## config.mk

```make
export PLATFORM = sky130hd
export DESIGN_NAME = ram_sp_arb_flat
export DESIGN_NICKNAME = d
export VERILOG_FILES = /design/src/rtl/ram_arb_pkg.sv /design/src/rtl/ram_sp_arb_if.sv /design/src/rtl/rr_arb.sv /design/src/rtl/ram_sp_arb.sv /design/src/flat_wrapper.sv
export SDC_FILE = /design/constraint.sdc
export NUM_CORES = 1
export LEC_CHECK = 0
export ABC_AREA = 1
export CORE_ASPECT_RATIO = 2
export CORE_MARGIN = 2
export CORE_UTILIZATION = 43
export CTS_BUF_LIST = sky130_fd_sc_hd__clkbuf_4 sky130_fd_sc_hd__clkbuf_8
export DETAILED_ROUTE_END_ITERATION = 16
export PLACE_DENSITY = 0.83
export SYNTH_ARGS = -nofsm -noshare
export SYNTH_HDL_FRONTEND = slang
export SYNTH_HIERARCHICAL = 1
export SYNTH_SLANG_ARGS = --single-unit
```

## constraint.sdc

```tcl
create_clock -name clk -period 1.7 [get_ports clk]
set_input_delay 0.255 -clock clk [delete_from_list [all_inputs] [get_ports clk]]
set_output_delay 0.255 -clock clk [all_outputs]
set_load 0.05 [all_outputs]
```

## src/rtl/ram_arb_pkg.sv

```systemverilog
// Shared types and helpers for the single-port RAM sequencer/arbiter.
package ram_arb_pkg;

    typedef enum logic {
        ST_INIT = 1'b0,
        ST_RUN  = 1'b1
    } state_e;

    localparam int MAX_NREQ = 8;

    function automatic int onehot_to_idx(input logic [MAX_NREQ-1:0] onehot);
        int idx;
        idx = 0;
        for (int i = 0; i < MAX_NREQ; i++) begin
            if (onehot[i]) idx = i;
        end
        return idx;
    endfunction

endpackage

```

## src/rtl/ram_sp_arb_if.sv

```systemverilog
// Requester-side and RAM-side bus of the shared single-port RAM arbiter.
interface ram_sp_arb_if #(
    parameter int DATAWIDTH = 8,
    parameter int ADDRWIDTH = 9,
    parameter int NREQ      = 2
);
    logic [NREQ-1:0]           req;
    logic [NREQ-1:0]           req_we;
    logic [NREQ*ADDRWIDTH-1:0] req_addr;
    logic [NREQ*DATAWIDTH-1:0] req_wr_data;
    logic [NREQ-1:0]           ack;
    logic [NREQ-1:0]           rd_valid;
    logic [DATAWIDTH-1:0]      rd_data;
    logic [ADDRWIDTH-1:0]      ram_addr;
    logic                      ram_we;
    logic [DATAWIDTH-1:0]      ram_wr_data;
    logic [DATAWIDTH-1:0]      ram_rd_data;

    modport slave (
        input  req, req_we, req_addr, req_wr_data, ram_rd_data,
        output ack, rd_valid, rd_data, ram_addr, ram_we, ram_wr_data
    );

    modport master (
        output req, req_we, req_addr, req_wr_data, ram_rd_data,
        input  ack, rd_valid, rd_data, ram_addr, ram_we, ram_wr_data
    );
endinterface

```

## src/rtl/rr_arb.sv

```systemverilog
// Round-robin picker: combinational grant from a registered priority pointer.
module rr_arb
    import ram_arb_pkg::*;
#(
    parameter int NREQ = 2,
    parameter int IDXW = (NREQ > 1) ? $clog2(NREQ) : 1
) (
    input  logic            clk,
    input  logic            rst_n,
    input  logic [NREQ-1:0] req,
    input  logic            enable,
    input  logic            update,
    output logic [NREQ-1:0] grant,
    output logic [IDXW-1:0] grant_idx
);

    logic [IDXW-1:0] ptr_q;
    logic [IDXW-1:0] ptr_d;

    always_comb begin
        logic [MAX_NREQ-1:0] onehot;
        logic                found;
        int                  cand;
        grant  = '0;
        found  = 1'b0;
        onehot = '0;
        cand   = 0;
        // Search upward from the pointer, wrapping at NREQ.
        for (int k = 0; k < NREQ; k++) begin
            cand = int'(ptr_q) + k;
            if (cand >= NREQ) cand = cand - NREQ;
            if (enable && !found && req[cand]) begin
                grant[cand] = 1'b1;
                found       = 1'b1;
            end
        end
        onehot[NREQ-1:0] = grant;
        grant_idx = IDXW'(onehot_to_idx(onehot));
        ptr_d = ptr_q;
        if (update && found) begin
            ptr_d = (grant_idx == IDXW'(NREQ - 1)) ? '0 : grant_idx + IDXW'(1);
        end
    end

    always_ff @(posedge clk or negedge rst_n) begin
        if (!rst_n) ptr_q <= '0;
        else        ptr_q <= ptr_d;
    end

endmodule

```

## src/rtl/ram_sp_arb.sv

```systemverilog
// Initialises a single-port async-read RAM, then shares it round-robin
// between NREQ requesters, one access per cycle.
module ram_sp_arb
    import ram_arb_pkg::*;
#(
    parameter int                   DATAWIDTH  = 8,
    parameter int                   ADDRWIDTH  = 9,
    parameter int                   NREQ       = 2,
    parameter logic [DATAWIDTH-1:0] INIT_VALUE = '0
) (
    input  logic         clk,
    input  logic         reset_l,
    input  logic         clear,
    output logic         init_done,
    ram_sp_arb_if.slave  bus
);

    localparam int IDXW = (NREQ > 1) ? $clog2(NREQ) : 1;

    state_e               state_q, state_d;
    logic [ADDRWIDTH-1:0] cnt_q, cnt_d;
    logic                 init_done_q, init_done_d;
    logic [NREQ-1:0]      rd_valid_q, rd_valid_d;
    logic [DATAWIDTH-1:0] rd_data_q, rd_data_d;
    logic [ADDRWIDTH-1:0] last_addr_q, last_addr_d;

    logic [NREQ-1:0]      grant;
    logic [IDXW-1:0]      grant_idx;
    logic                 run;
    logic [ADDRWIDTH-1:0] ram_addr;
    logic                 ram_we;
    logic [DATAWIDTH-1:0] ram_wr_data;

    logic [ADDRWIDTH-1:0] addr_arr [NREQ];
    logic [DATAWIDTH-1:0] wd_arr   [NREQ];

    generate
        for (genvar gi = 0; gi < NREQ; gi++) begin : g_unpack
            assign addr_arr[gi] = bus.req_addr[gi*ADDRWIDTH +: ADDRWIDTH];
            assign wd_arr[gi]   = bus.req_wr_data[gi*DATAWIDTH +: DATAWIDTH];
        end
    endgenerate

    assign run = (state_q == ST_RUN);

    rr_arb #(.NREQ(NREQ), .IDXW(IDXW)) u_rr_arb (
        .clk       (clk),
        .rst_n     (reset_l),
        .req       (bus.req),
        .enable    (run),
        .update    (run),
        .grant     (grant),
        .grant_idx (grant_idx)
    );

    always_comb begin
        state_d     = state_q;
        cnt_d       = cnt_q;
        init_done_d = init_done_q;
        rd_valid_d  = '0;
        rd_data_d   = rd_data_q;
        ram_addr    = last_addr_q;
        ram_we      = 1'b0;
        ram_wr_data = '0;
        case (state_q)
            ST_INIT: begin
                ram_addr    = cnt_q;
                ram_we      = 1'b1;
                ram_wr_data = INIT_VALUE;
                if (clear) begin
                    cnt_d = '0;
                end else if (cnt_q == {ADDRWIDTH{1'b1}}) begin
                    state_d     = ST_RUN;
                    init_done_d = 1'b1;
                    cnt_d       = '0;
                end else begin
                    cnt_d = cnt_q + ADDRWIDTH'(1);
                end
            end
            ST_RUN: begin
                if (|grant) begin
                    ram_addr    = addr_arr[grant_idx];
                    ram_we      = bus.req_we[grant_idx];
                    ram_wr_data = wd_arr[grant_idx];
                    // Async RAM data is captured on the same edge that retires the access.
                    if (!bus.req_we[grant_idx]) begin
                        rd_valid_d = grant;
                        rd_data_d  = bus.ram_rd_data;
                    end
                end
                if (clear) begin
                    state_d     = ST_INIT;
                    cnt_d       = '0;
                    init_done_d = 1'b0;
                end
            end
            default: state_d = ST_INIT;
        endcase
        last_addr_d = ram_addr;
    end

    always_ff @(posedge clk or negedge reset_l) begin
        if (!reset_l) begin
            state_q     <= ST_INIT;
            cnt_q       <= '0;
            init_done_q <= 1'b0;
            rd_valid_q  <= '0;
            rd_data_q   <= '0;
            last_addr_q <= '0;
        end else begin
            state_q     <= state_d;
            cnt_q       <= cnt_d;
            init_done_q <= init_done_d;
            rd_valid_q  <= rd_valid_d;
            rd_data_q   <= rd_data_d;
            last_addr_q <= last_addr_d;
        end
    end

    assign init_done       = init_done_q;
    assign bus.ack         = grant;
    assign bus.rd_valid    = rd_valid_q;
    assign bus.rd_data     = rd_data_q;
    assign bus.ram_addr    = ram_addr;
    assign bus.ram_we      = ram_we;
    assign bus.ram_wr_data = ram_wr_data;

endmodule
```

## src/flat_wrapper.sv

```systemverilog
// flat-port wrapper written by rule: the top's interface ports become plain ports
module ram_sp_arb_flat import ram_arb_pkg::*;
#(
    parameter int                   DATAWIDTH  = 8,
    parameter int                   ADDRWIDTH  = 9,
    parameter int                   NREQ       = 2,
    parameter logic [DATAWIDTH-1:0] INIT_VALUE = '0
)
  (clk, reset_l, clear, init_done, bus_req, bus_req_we, bus_req_addr, bus_req_wr_data, bus_ram_rd_data, bus_ack, bus_rd_valid, bus_rd_data, bus_ram_addr, bus_ram_we, bus_ram_wr_data);
  ram_sp_arb_if #(.DATAWIDTH(DATAWIDTH), .ADDRWIDTH(ADDRWIDTH), .NREQ(NREQ)) bus_i ();
  input  logic clk;
  input  logic reset_l;
  input  logic clear;
  output logic init_done;
  input wire logic [$bits(bus_i.req)-1:0] bus_req;
  input wire logic [$bits(bus_i.req_we)-1:0] bus_req_we;
  input wire logic [$bits(bus_i.req_addr)-1:0] bus_req_addr;
  input wire logic [$bits(bus_i.req_wr_data)-1:0] bus_req_wr_data;
  input wire logic [$bits(bus_i.ram_rd_data)-1:0] bus_ram_rd_data;
  output wire logic [$bits(bus_i.ack)-1:0] bus_ack;
  output wire logic [$bits(bus_i.rd_valid)-1:0] bus_rd_valid;
  output wire logic [$bits(bus_i.rd_data)-1:0] bus_rd_data;
  output wire logic [$bits(bus_i.ram_addr)-1:0] bus_ram_addr;
  output wire logic [$bits(bus_i.ram_we)-1:0] bus_ram_we;
  output wire logic [$bits(bus_i.ram_wr_data)-1:0] bus_ram_wr_data;
  assign bus_i.req = bus_req;
  assign bus_i.req_we = bus_req_we;
  assign bus_i.req_addr = bus_req_addr;
  assign bus_i.req_wr_data = bus_req_wr_data;
  assign bus_i.ram_rd_data = bus_ram_rd_data;
  assign bus_ack = bus_i.ack;
  assign bus_rd_valid = bus_i.rd_valid;
  assign bus_rd_data = bus_i.rd_data;
  assign bus_ram_addr = bus_i.ram_addr;
  assign bus_ram_we = bus_i.ram_we;
  assign bus_ram_wr_data = bus_i.ram_wr_data;
  ram_sp_arb #(.DATAWIDTH(DATAWIDTH), .ADDRWIDTH(ADDRWIDTH), .NREQ(NREQ), .INIT_VALUE(INIT_VALUE)) u_core (.clk(clk), .reset_l(reset_l), .clear(clear), .init_done(init_done), .bus(bus_i));
endmodule
```

==> flow_summary.ini <==
[outcome]
status = complete, but fails checks
violated_checks = negative setup slack

[grt]
grt_pass1_wl_mm = 9.114
grt_antenna_before_repair = 0
via_count_of_the_first_global_routing_pass = 2016
gr-total-overflow = 0
grt_start_max_net_pins = 32
tot_gr_track_use = 0.2560

[worst_setup_path]
timing.critical_path.required_ns = 1.44
worstRegToRegCells = 10
reg2reg_from = u_core/run$_DFF_PN0_
worst_setup_path_end_kind = output port
worst_setup_path_startpoint = bus_req[0]
crit_path_max_fanout = 9
crit_arrival_ns = 1.89
crit_type = in -> out
critical_path.startpoint_type = primary input

[cells_and_area]
layout-drive-gt1-share = 0.3796
final_common_cell = sky130_fd_sc_hd__nand2_1
finalNetCount = 403
layout_common_cells = sky130_fd_sc_hd__nand2_1, sky130_fd_sc_hd__clkdlybuf4s50_1, sky130_fd_sc_hd__buf_4
finalCoreUtilization = 0.8391
insertedDiodeCount = 0
layout_area_growth_over_synthesis_pct = 90.90

[clock_tree]
clock_sink_count = 31
tritoncts = yes
path_clk_slew_ns = 0.07
clock_latency_of_the_later_clocked_register_in_the_worst_skew_pair_ns = 0.29
max-clock-path-buffers = 2
cts_max_level = 2
cts_hold_buffers = 0
cts-root-buf = sky130_fd_sc_hd__clkbuf_8
numCtsBuffers = 5

[power_and_ir_drop]
max-vdd-ir-drop_mv = 0.7365
power.static_leakage_nw = 1.644
power_density_nw_per_um2 = 477.4

[sta]
setup_viol = 18
timing.max_slew.rel_slack = 0.6727
layout_worst_path_cycle_share = 1.261
rsz0062_at_grt = yes
worst_clock_skew_ns = 0.006217
worst_slew_pin_slew_ns = 0.4895
timing.final.hold_violations = 0
fin_max_slew_vios = 0
period_minus_slack_ns = 2.144
fmaxAchievable_mhz = 466.5
finalSetupTns_ns = -7.233
timing.final.ws_setup_ns = -0.4438

[detailed_routing]
vias_per_cell = 4.960
drc_errors = 0
antenna_left = 0
iteration_0_drc_count_of_the_detailed_router = 43
avgRoutedWirePerCell_um = 14.10
drt_pass1_iterations = 6
postRouteWirelength_mm = 5.712
via_count = 2009

[floorplanning]
ios = 80
chipWidth_um = 49.25
die_height_um = 94.49
floorplan.rows = 33
total_die_area_um2 = 4653
coreArea_um2 = 4005
initial_utilization = 0.4396

[place]
place.detailed.hpwl_mm = 4.177
placement.io_buffers = 79
gp_congestion = 0.8916
place_ws_ns = -0.4694

[worst_hold_path]
hp-class = in -> async

[synthesis]
synth_seq_area_share = 0.4407
number_of_nets_in_the_synthesized_netlist = 291
synth.lib_cells_used.distinct = 24
ys_ff_latch = 31
synthesis.yosys.warnings = 6
mappedNetlistArea_um2 = 1760
syn_inst = 240
synthesized_area_divided_by_synthesized_cell_count_um2 = 7.335

[flow_run]
maxcap_viol_count = 0
[routing by layer]
metal  wire length [um]  share of wire  up-vias  track usage
li1                   -              -      974            -
met1               1986           0.35      929       0.2786
met2               3126           0.55       97       0.4538
met3                493          0.086        9      0.08386
met4                105          0.018        0      0.09524
met5                  0              0        -            0
[synthesized netlist by cell type]
library cell	number	share of area
sky130_fd_sc_hd__dfrtp_1	31	0.44
sky130_fd_sc_hd__inv_2	1	0.0021
sky130_fd_sc_hd__o211ai_1	9	0.038
sky130_fd_sc_hd__buf_6	4	0.026
sky130_fd_sc_hd__nor2_4	1	0.0064
sky130_fd_sc_hd__a21boi_2	1	0.0064
sky130_fd_sc_hd__nand2_2	1	0.0036
sky130_fd_sc_hd__nand3_1	23	0.065
sky130_fd_sc_hd__inv_4	1	0.0036
sky130_fd_sc_hd__inv_1	23	0.049
sky130_fd_sc_hd__nor3_4	1	0.0092
sky130_fd_sc_hd__a22o_1	1	0.0050
sky130_fd_sc_hd__or2_2	7	0.025
sky130_fd_sc_hd__nand3b_1	1	0.0043
sky130_fd_sc_hd__nand2_1	105	0.22
sky130_fd_sc_hd__o31ai_1	1	0.0043
sky130_fd_sc_hd__a21oi_1	1	0.0028
sky130_fd_sc_hd__nor2_1	13	0.028
sky130_fd_sc_hd__buf_4	3	0.013
sky130_fd_sc_hd__o21bai_1	1	0.0043
sky130_fd_sc_hd__buf_2	2	0.0057
sky130_fd_sc_hd__o21ai_0	6	0.017
sky130_fd_sc_hd__ha_1	2	0.014
sky130_fd_sc_hd__o21ai_1	1	0.0028
[sequential cells by signal, summed over array words and instances (netlist names)]
name,count
u_core/bus.rd_data,8
u_core/bus.rd_valid,2
u_core/cnt_q,9
u_core/init_done,1
u_core/last_addr_q,9
u_core/run,1
u_core/u_rr_arb/ptr_q,1
[power by group]
| group | switching, W | internal (W) | total, W |
|---|---|---|---|
| Combinational | 0.000102 | 0.000156 | 0.000258 |
| Clock | 0.000288 | 0.000302 | 0.000589 |
| Sequential | 0.00000789 | 0.000749 | 0.000757 |
| Total | 0.000398 | 0.00121 | 0.00160 |
[cells by family after synthesis]
logic type / after synthesis / synth area share
compound gates: 21 / 0.08102
fa+ha+maj: 2 / 0.01421
buf+inv: 34 / 0.09879
flops: 31 / 0.4407
simple gates: 152 / 0.3653
[final timing paths]
check	endpoint	slack, ns
setup / recovery	bus_ram_addr[7]	-0.44
hold / removal	u_core/run$_DFF_PN0_	0.36
setup reg to reg	u_core/bus.rd_data[2]$_DFFE_PN0P_	0.02
hold reg to reg	u_core/bus.rd_data[5]$_DFFE_PN0P_	0.48
max in group asynchronous	u_core/bus.rd_data[2]$_DFFE_PN0P_	1.04
min in group clk	u_core/bus.rd_data[5]$_DFFE_PN0P_	0.48
[timing repair]
item | CTS | global route
resized for setup | 32 | 12
pin swaps | 15 | 6
buffers inserted | 8 | 3
endpoints found under the setup margin | 27 | 36
[area by class of cell]
cell class / count / area (um2)
repair buffers: 114 / 1272
multi-input cells: 175 / 1027
flip-flops and latches: 31 / 775.7
fillers: 212 / 644.4
inverters: 25 / 131.4
clock buffers: 6 / 76.32
well taps: 52 / 65.06
clock inverters: 2 / 12.51
[critical path, stage by stage]
cell                              delay, ns
sky130_fd_sc_hd__clkdlybuf4s50_1       0.50
sky130_fd_sc_hd__nand2_1               0.08
sky130_fd_sc_hd__nand2_2               0.11
sky130_fd_sc_hd__inv_4                 0.07
sky130_fd_sc_hd__buf_12                0.13
sky130_fd_sc_hd__nor3_4                0.26
sky130_fd_sc_hd__buf_6                 0.18
sky130_fd_sc_hd__nand2_2               0.07
sky130_fd_sc_hd__nand3_4               0.10
sky130_fd_sc_hd__buf_12                0.14
[per-stage QoR]
| step | hold slack (ns) | instances | power [W] | area [um2] |
|---|---|---|---|---|
| after floorplan | -0.04059 | 240 | 0.0008420 | 1936 |
| after global placement | 0.4567 | 386 | 0.001014 | 3064 |
| after detailed placement | 0.4637 | 386 | 0.001018 | 3064 |
| after CTS | 0.3644 | 402 | 0.001623 | 3313 |
| after global routing | 0.3877 | 405 | 0.001679 | 3361 |
| final | 0.3612 | 405 | 0.001604 | 3361 |
(Power assumes the default switching activity.)
